File: src/rtl/hypot_pkg.sv
// rtl/hypot_pkg.sv - shared state encoding and width helpers for the hypotenuse scheduler
package hypot_pkg;

  typedef enum logic [1:0] {IDLE, SUMSQ, ROOT, DONE} state_t;

  function automatic int sum_w(input int w);
    return 2 * w + 1;
  endfunction

  function automatic int root_w(input int w);
    return w + 1;
  endfunction

  function automatic int id_w(input int n);
    return (n > 1) ? $clog2(n) : 1;
  endfunction

  function automatic int cnt_w(input int nit);
    return (nit > 1) ? $clog2(nit) : 1;
  endfunction

endpackage

File: src/rtl/isqrt_iter.sv
// rtl/isqrt_iter.sv - restoring bit-serial integer square root, one root bit per step
module isqrt_iter
  import hypot_pkg::*;
#(
  parameter int SW = 17,
  parameter int RW = 9
) (
  input  logic          clk,
  input  logic          rst,
  input  logic          start,
  input  logic          step,
  input  logic [SW-1:0] radicand,
  output logic          done,
  output logic [RW-1:0] root
);

  localparam int CW = cnt_w(RW);
  localparam int PW = 2 * RW;

  logic [PW-1:0] rad_q;
  logic [RW:0]   rem_q;
  logic [RW-1:0] root_q;
  logic [CW-1:0] cnt_q;
  logic          run_q;

  logic [RW+2:0] rem_sh;
  logic [RW+2:0] trial;
  logic [RW:0]   diff;
  logic          ge;

  // Remainder never exceeds 2*root, so RW+1 bits hold it and the low bits of the difference suffice.
  always_comb begin
    rem_sh = {rem_q, rad_q[PW-1 -: 2]};
    trial  = {1'b0, root_q, 2'b01};
    ge     = (rem_sh >= trial);
    diff   = rem_sh[RW:0] - trial[RW:0];
    root   = {root_q[RW-2:0], ge};
    done   = run_q && step && (cnt_q == '0);
  end

  always_ff @(posedge clk) begin
    if (rst) begin
      rad_q  <= '0;
      rem_q  <= '0;
      root_q <= '0;
      cnt_q  <= '0;
      run_q  <= 1'b0;
    end else if (start) begin
      rad_q  <= {{(PW-SW){1'b0}}, radicand};
      rem_q  <= '0;
      root_q <= '0;
      cnt_q  <= CW'(RW - 1);
      run_q  <= 1'b1;
    end else if (step && run_q) begin
      rad_q  <= {rad_q[PW-3:0], 2'b00};
      rem_q  <= ge ? diff : rem_sh[RW:0];
      root_q <= root;
      if (cnt_q == '0) begin
        run_q <= 1'b0;
      end else begin
        cnt_q <= cnt_q - 1'b1;
      end
    end
  end

endmodule

File: src/rtl/hypot_rr_sched.sv
// rtl/hypot_rr_sched.sv - round-robin shared floor(sqrt(x^2+y^2)) engine with tagged response
module hypot_rr_sched
  import hypot_pkg::*;
#(
  parameter  int W    = 8,
  parameter  int NREQ = 2,
  localparam int IW   = id_w(NREQ),
  localparam int SW   = sum_w(W),
  localparam int RW   = root_w(W)
) (
  input  logic              clk,
  input  logic              rst,
  input  logic [NREQ-1:0]   req_valid,
  output logic [NREQ-1:0]   req_ready,
  input  logic [NREQ*W-1:0] req_x,
  input  logic [NREQ*W-1:0] req_y,
  output logic              resp_valid,
  input  logic              resp_ready,
  output logic [IW-1:0]     resp_id,
  output logic [RW-1:0]     resp_root,
  output logic              busy
);

  state_t        state;
  logic [IW-1:0] ptr;
  logic [IW-1:0] id_q;
  logic [IW-1:0] grant;
  logic          found;
  logic [W-1:0]  x_q;
  logic [W-1:0]  y_q;
  logic [SW-1:0] sum_q;
  logic [SW-1:0] xs;
  logic [SW-1:0] ys;
  logic          start_q;
  logic          sq_step;
  logic          sq_done;
  logic [RW-1:0] sq_root;

  // Search starts one past the last winner and wraps, so idle slots are skipped.
  always_comb begin
    int j;
    found = 1'b0;
    grant = '0;
    j     = 0;
    for (int k = 1; k <= NREQ; k++) begin
      j = int'(ptr) + k;
      if (j >= NREQ) j = j - NREQ;
      if (!found && req_valid[j]) begin
        found = 1'b1;
        grant = IW'(j);
      end
    end
  end

  assign req_ready = (state == IDLE && found) ? (NREQ'(1) << grant) : '0;
  assign busy      = (state != IDLE);
  assign xs        = SW'(x_q);
  assign ys        = SW'(y_q);
  assign sq_step   = (state == ROOT) && !start_q;

  isqrt_iter #(
    .SW(SW),
    .RW(RW)
  ) u_isqrt (
    .clk     (clk),
    .rst     (rst),
    .start   (start_q),
    .step    (sq_step),
    .radicand(sum_q),
    .done    (sq_done),
    .root    (sq_root)
  );

  always_ff @(posedge clk) begin
    if (rst) begin
      state      <= IDLE;
      ptr        <= IW'(NREQ - 1);
      id_q       <= '0;
      x_q        <= '0;
      y_q        <= '0;
      sum_q      <= '0;
      start_q    <= 1'b0;
      resp_valid <= 1'b0;
      resp_id    <= '0;
      resp_root  <= '0;
    end else begin
      case (state)
        IDLE: begin
          if (found) begin
            x_q   <= req_x[grant*W +: W];
            y_q   <= req_y[grant*W +: W];
            id_q  <= grant;
            ptr   <= grant;
            state <= SUMSQ;
          end
        end
        SUMSQ: begin
          sum_q   <= xs * xs + ys * ys;
          start_q <= 1'b1;
          state   <= ROOT;
        end
        ROOT: begin
          start_q <= 1'b0;
          if (sq_done) begin
            resp_valid <= 1'b1;
            resp_root  <= sq_root;
            resp_id    <= id_q;
            state      <= DONE;
          end
        end
        DONE: begin
          // Returning to IDLE first leaves a one-cycle bubble before the next accept.
          if (resp_ready) begin
            resp_valid <= 1'b0;
            state      <= IDLE;
          end
        end
        default: state <= IDLE;
      endcase
    end
  end

endmodule
File: config.mk
export PLATFORM = sky130hd
export DESIGN_NAME = hypot_rr_sched
export DESIGN_NICKNAME = d
export VERILOG_FILES = /design/src/rtl/hypot_pkg.sv /design/src/rtl/isqrt_iter.sv /design/src/rtl/hypot_rr_sched.sv
export SDC_FILE = /design/constraint.sdc
export NUM_CORES = 1
export LEC_CHECK = 0
export ABC_AREA = 1
export CAP_MARGIN = 20
export CORE_UTILIZATION = 60
export CTS_CLUSTER_SIZE = 24
export DETAILED_ROUTE_END_ITERATION = 10
export PLACE_DENSITY = 0.81
export SYNTH_ARGS = -nofsm -noshare
export SYNTH_HDL_FRONTEND = slang
export SYNTH_SLANG_ARGS = --single-unit
File: constraint.sdc
create_clock -name clk -period 7.6 [get_ports clk]
set_clock_uncertainty 0.15 [all_clocks]
set_input_delay 1.9 -clock clk [delete_from_list [all_inputs] [get_ports clk]]
set_output_delay 1.9 -clock clk [all_outputs]
set_load 0.05 [all_outputs]
== Word level (Yosys, flattened, before mapping) ==
Index checks and enable logic that the tools add are counted.
Widths: inputs -> output; s select.

* Flip-flop bits (word level): 91
* Bits of input ports: 37
* Output and inout bits: 14

* Add/sub/neg operators: 7
* Multiply operators: 2
* Magnitude comparators: 5
* Equal/unequal tests: 7
* Shifts and indexed selects: 3
* Muxes and demuxes: 30
* Bitwise gates (word level): 1
* Reductions and logical operators: 22

{| class="wikitable"
|+ Operators by type and width
! cell !! number
|-
| $lt 32x3->1 const B || 2
|-
| $mux 32 || 2
|-
| $mux 17 || 2
|-
| $mul 8x8->16 || 2
|-
| $shiftx 16x5->8 || 2
|-
| $add 16x16->17 || 1
|-
| $mux 1 || 15
|-
| $ge 12x11->1 || 1
|-
| $mux 4 || 3
|-
| $mux 10 || 1
|-
| $reduce_and 2->1 || 5
|-
| $reduce_bool 2->1 || 5
|-
| $sub 10x10->10 || 1
|-
| $mux 2 || 4
|-
| $ne 2x2->1 const B || 4
|-
| $pmux 2 s4 || 1
|-
| $reduce_and 3->1 || 2
|-
| $logic_and 1x1->1 || 5
|-
| $eq 2x2->1 const B || 2
|-
| $logic_not 4->1 || 1
|-
| $pmux 1 s2 || 2
|-
| $sub 3x2->4 const B || 1
|-
| $sub 4x1->4 const B || 1
|-
| $add 1x2->3 const B || 1
|-
| other kinds (10) || 11
|}

== Longest topological paths before layout ==
* Word-level depth: 12
* Gate-level depth with buffers: 26
* Gate-level depth less buffers: 25

== Modules after synthesis ==
From an unflattened synthesis, not the netlist that was laid out.

* Cells, all modules: 1126
* Area total of the unflattened synthesis: 8343.0 µm²

{| class="wikitable"
|+ Modules (own cells, without submodules)
! module !! instances !! cells an instance !! area an instance (µm²) !! sequential area each (µm²)
|-
| hypot_rr_sched || 1 || 757 || 5859.4 || 980.9
|-
| isqrt_iter || 1 || 369 || 2483.6 || 840.8
|}

== Worst setup path after synthesis ==
Ideal clock, no wire load.

* Path kind: reg-to-reg
* From: register x_q[6]
* To: register sum_q[13]
* Library setup time: 0.115 ns
* Data arrival time: 5.009 ns
* Data required time: 7.335 ns
* Slack: 2.326 ns
* Cell stages (with the launch flop): 21
* Buffers on the path: 1
* Period minus slack after synthesis: 5.274 ns
* Cells stage by stage: dfxtp_1 > clkbuf_1 > nand2_1 > fa_1 > inv_1 > fa_1 > inv_1 > fa_1 > fa_1 > fa_1 > fa_1 > inv_1 > ha_1 > a21oi_1 > nand2_1 > a21oi_1 > o21ai_0 > nand2_1 > nand2_1 > o21ai_0 > inv_1

* Word-level cells in the longest chain between the ends: 2

{| class="wikitable"
|+ RTL lines
! item !! line !! source
|-
| from (decl) || hypot_rr_sched.sv:29 || <nowiki>logic [W-1:0] x_q;</nowiki>
|-
| from (signal assigned) || hypot_rr_sched.sv:90 || <nowiki>x_q <= req_x[grant*W +: W];</nowiki>
|-
| $mul 8x8->16 || hypot_rr_sched.sv:98 || <nowiki>sum_q <= xs * xs + ys * ys;</nowiki>
|-
| $add 16x16->17 || hypot_rr_sched.sv:98 ||
|-
| to (signal assigned) || hypot_rr_sched.sv:98 ||
|-
| to (decl) || hypot_rr_sched.sv:31 || <nowiki>logic [SW-1:0] sum_q;</nowiki>
|}

Every way passes these cells.
A chain may end at the register's enable or synchronous reset.

== Worst setup path after layout ==
* From: input req_valid[0]
* To: output req_ready[0]

* Word-level cells in the longest chain between the ends: 9
* Elaborated cells between the ends (all ways): 15
* Classes of those cells: 1 x shift; 11 x mux; 3 x reduce/logical

{| class="wikitable"
|+ RTL lines
! item !! line !! source
|-
| from (decl) || hypot_rr_sched.sv:13 || <nowiki>input logic [NREQ-1:0] req_valid,</nowiki>
|-
| $mux 1 (implied by the code) (3 in a row) || hypot_rr_sched.sv:48 || <nowiki>if (!found && req_valid[j]) begin</nowiki>
|-
| $mux 1 || hypot_rr_sched.sv:48 ||
|-
| $logic_not 1->1 || hypot_rr_sched.sv:48 ||
|-
| $logic_and 1x1->1 || hypot_rr_sched.sv:48 ||
|-
| $mux 1 || hypot_rr_sched.sv:48 ||
|-
| $shl 1x1->2 or $logic_and 1x1->1 (tied branches) || hypot_rr_sched.sv:55 || <nowiki>assign req_ready = (state == IDLE && found) ? (NREQ'(1) << grant) : '0;</nowiki>
|-
| $mux 2 * || hypot_rr_sched.sv:55 ||
|-
| to (decl) || hypot_rr_sched.sv:14 || <nowiki>output logic [NREQ-1:0] req_ready,</nowiki>
|}

Every way passes the cells marked *; elsewhere a longest branch is shown, timed or not. The select of a mux whose other input is x is not followed.

==> results.txt <==
----------------------------------------------------
[Cells and area]
  Multi-input gate area in the final layout ... 4950 sq um
  Filler cell count ... 1071
  Area added between synthesis and finish ... 11.0%
  Ant. Diodes ... 0
  Commonest cells after routing, fill and taps aside ... sky130_fd_sc_hd__nand2_1, sky130_fd_sc_hd__inv_1, sky130_fd_sc_hd__dfxtp_1
  Most common cell after layout, fill and taps aside ... sky130_fd_sc_hd__nand2_1
  Filler-free cell count of the finished design ... 1253
  Proportion of layout cells with a drive suffix above 1 ... 3.79%
  Sequential Area ... 1820 sq um
  Layout Nets ... 1260

[Synth]
  Net count of the mapped netlist ... 1237
  Per-instance average area after synthesis ... 7.41 sq um
  Number of distinct library cells after synthesis ... 38
  Gate count after technology mapping ... 1053
  Post-synth EDFFs ... 0
  Portion of synthesized cell area occupied by the leading cell type ... 23.4%
  Synth warn ... 0
  Flop and latch count out of synthesis ... 91
  Ranking of synthesized cells by area ... sky130_fd_sc_hd__dfxtp_1, sky130_fd_sc_hd__fa_1, sky130_fd_sc_hd__nand2_1, sky130_fd_sc_hd__ha_1, sky130_fd_sc_hd__inv_1
  Share of the yosys chip area belonging to registers ... 23.4%
  Cell type with the largest total area after synthesis ... sky130_fd_sc_hd__dfxtp_1
  Primary flip-flop cell chosen by synthesis mapping ... sky130_fd_sc_hd__dfxtp_1
  Post-synth design cell area ... 7800 sq um
  Share of async-settable or async-resettable flops after synthesis ... 0%

[Clock tree]
  Number of clock sinks ... 91
  Cts-stage hold buffer count ... 0
  Maximum level of the CTS H-tree ... 3
  Max clock buf depth ... 2
  Post-CTS setup buffer count ... 0
  Clock latency of the later-clocked register in the worst-skew pair ... 350 ps
  Clock transition at path regs ... 70 ps
  Clock tree root driver cell ... sky130_fd_sc_hd__clkbuf_16
  PostCTS Resize Cnt ... 0
  Total clock buffers created by CTS ... 9
  TritonCTS clock tree ... built

[Critical path]
  Endpoint arrival time on the critical path ... 3930 ps
  Biggest cell delay along the critical path ... 870 ps
  Startpoint type of the worst setup path ... primary input
  Standard cell with the maximum stage delay on the critical path ... sky130_fd_sc_hd__clkdlybuf4s50_1
  Cells traversed along the worst timing path ... clkdlybuf4s50_1 > nand2_1 > inv_1 > nor2_1 > o21ai_1 > nand3_1 > inv_2 > clkdlybuf4s50_1
  Category of cells accounting for the largest share of critical-path delay ... buffers and inverters
  Maximum net fanout on the critical path ... 17
  Required time at the endpoint of the critical path ... 5550 ps
  CP Capture Type ... primary output
  Buffers and inverters on the worst path ... 4
  Critical path type ... in2out
  Most common cell type on the critical path ... sky130_fd_sc_hd__clkdlybuf4s50_1

[Drt]
  Number of vias in the routed layout ... 6477
  Antenna-violating nets left ... 0
  Iteration-0 DRC count of the detailed router ... 434
  Via density per instance ... 5.17
  Wire per inst ... 13.5 um
  Drc violations ... 0
  Total Wirelength ... 17000 um
  Pre-antenna DRT Iters ... 6

[Timing]
  # setup viols final ... 0
  Transition time at the pin with the least slew margin ... 850 ps
  Post-layout minimum cycle time ... 5980 ps
  Worst hold slack ... 318 ps
  Total negative setup slack ... 0 ps
  Remaining max-slew budget at the tightest pin ... 43.3%
  Final period utilization ... 78.7%
  Final Max Slew Viols ... 0
  Number of failing hold endpoints at the final stage ... 0
  Unrepaired setup endpoints after global routing ... no
  Maximum frequency from static timing analysis ... 167 MHz

[Place]
  Dpl cells ... 1237
  RePlAce Congestion ... 0.843
  DP HPWL ... 13000 um
  Port Buffer Count ... 50

[Power and ir drop]
  P_leak ... 4.57 nW
  Worst voltage drop across the vdd grid ... 0.190 mV
  P per Cell Area ... 280 nW/um^2
  Final total power ... 0.00242 W

[Flow run]
  # Max-Cap Violations ... 0

[GRT]
  Number of global-route vias before repair ... 6278
  Maximum number of pins on one net before global-route repair ... 49
  GRT overflow ... 0
  GRT Resource Usage Total ... 27.8%
  Antenna violations before repair ... 0
  First-pass GRT wire length ... 29100 um

[Floorplan]
  Core region area ... 12700 sq um
  Die W ... 116 um
  DIE HEIGHT ... 116 um
  Placement Rows ... 41
  Number of primary I/O pins ... 51
  Initial core utilization ... 61.6%
  Die footprint ... 13500 sq um

[Worst hold path]
  Worst min-delay path class ... reg2reg

[Outcome]
  Result of the run ... finished clean

----------------------------------------------------
[layer usage]
metal	track usage, %	wire length [um]	vias up
met5	0	0	-
met2	45.1	7720	166
li1	-	-	3264
met1	39.0	8060	3025
met3	4.24	950	22
met4	6.75	244	0
[Yosys cell counts, types with 3 or more instances]
master,instances
sky130_fd_sc_hd__nand2_1,268
sky130_fd_sc_hd__inv_1,220
sky130_fd_sc_hd__dfxtp_1,91
sky130_fd_sc_hd__fa_1,76
sky130_fd_sc_hd__ha_1,71
sky130_fd_sc_hd__nor2_1,66
sky130_fd_sc_hd__o21ai_0,45
sky130_fd_sc_hd__a21oi_1,43
sky130_fd_sc_hd__nand3_1,41
sky130_fd_sc_hd__clkbuf_1,32
sky130_fd_sc_hd__a31oi_1,30
sky130_fd_sc_hd__xor2_1,12
sky130_fd_sc_hd__buf_2,7
sky130_fd_sc_hd__nand4_1,5
sky130_fd_sc_hd__nor2_4,4
sky130_fd_sc_hd__nor3_1,4
sky130_fd_sc_hd__xnor2_1,4
sky130_fd_sc_hd__inv_2,3
sky130_fd_sc_hd__nand2_2,3
sky130_fd_sc_hd__nand3_2,3
[worst register-to-register path: stages, from the launching register on]
cell and delay (ps):
sky130_fd_sc_hd__dfxtp_1 560, sky130_fd_sc_hd__nand2_1 200, sky130_fd_sc_hd__fa_1 560, sky130_fd_sc_hd__inv_1 50, sky130_fd_sc_hd__fa_1 520, sky130_fd_sc_hd__inv_1 50
sky130_fd_sc_hd__fa_1 540, sky130_fd_sc_hd__fa_1 450, sky130_fd_sc_hd__fa_1 520, sky130_fd_sc_hd__fa_1 540, sky130_fd_sc_hd__inv_1 40, sky130_fd_sc_hd__ha_1 340
sky130_fd_sc_hd__a21oi_1 160, sky130_fd_sc_hd__nand2_1 140, sky130_fd_sc_hd__a21oi_1 270, sky130_fd_sc_hd__o21ai_0 150, sky130_fd_sc_hd__nand2_1 80, sky130_fd_sc_hd__nand2_1 40
sky130_fd_sc_hd__o21ai_0 180, sky130_fd_sc_hd__inv_1 50
[path summary, 6_finish.rpt]
path | slack, ps | cells past startpoint | from | endpoint
worst max-delay path | 1620 | 8 | req_valid[0] | req_ready[0]
worst min-delay path | 320 | 2 | sum_q[0] | u_isqrt.rad_q[0]
worst max register to register | 1900 | 19 | x_q[6] | sum_q[13]
worst min register to register | 320 | 2 | sum_q[0] | u_isqrt.rad_q[0]
[cell type report]
type	instances	share of cell area, %
clock buffer	9	2.60
clock inverter	7	0.809
inverter	223	9.67
multi-input combinational	696	57.2
sequential	91	21.0
tap	172	2.49
timing repair buffer	55	6.16
[flip-flops by register name (all words and copies together) (netlist names)]
signal and flops:
id_q 1, ptr 1, resp_id 1, resp_root 9, resp_valid 1, start_q 1, state 2, sum_q 17
u_isqrt.cnt_q 4, u_isqrt.rad_q 18, u_isqrt.rem_q 10, u_isqrt.root_q 9, u_isqrt.run_q 1, x_q 8, y_q 8
[through the flow]
| step | util [%] | setup WS (ps) | instance area [sq um] |
|---|---|---|---|
| global route | 68.3 | 1500 | 8660 |
| detailed placement | 66.0 | 1620 | 8360 |
| floorplan | - | 2330 | 7800 |
| CTS | 68.3 | 1620 | 8660 |
| global placement | 66.0 | 1630 | 8360 |
| finish | 68.3 | 1620 | 8660 |
[where the power goes]
part	leakage (nW)	internal (W)	total, W	switching [W]
sequential	0.741	0.000578	0.000700	0.000122
combinational	3.68	0.000472	0.00128	0.000808
clock	0.142	0.000231	0.000441	0.000210
[logic make-up (layout without fill, tap and decap cells)]
| logic type | Yosys count | count (layout) | share of synthesized area (%) |
|---|---|---|---|
| simple gates | 402 | 402 | 21.6 |
| compound gates | 131 | 131 | 9.25 |
| buf+inv | 266 | 294 | 13.2 |
| flops | 91 | 91 | 23.4 |
| xor+xnor | 16 | 16 | 1.80 |
| fa+ha+maj | 147 | 147 | 30.9 |
(Power assumes the default switching activity.)
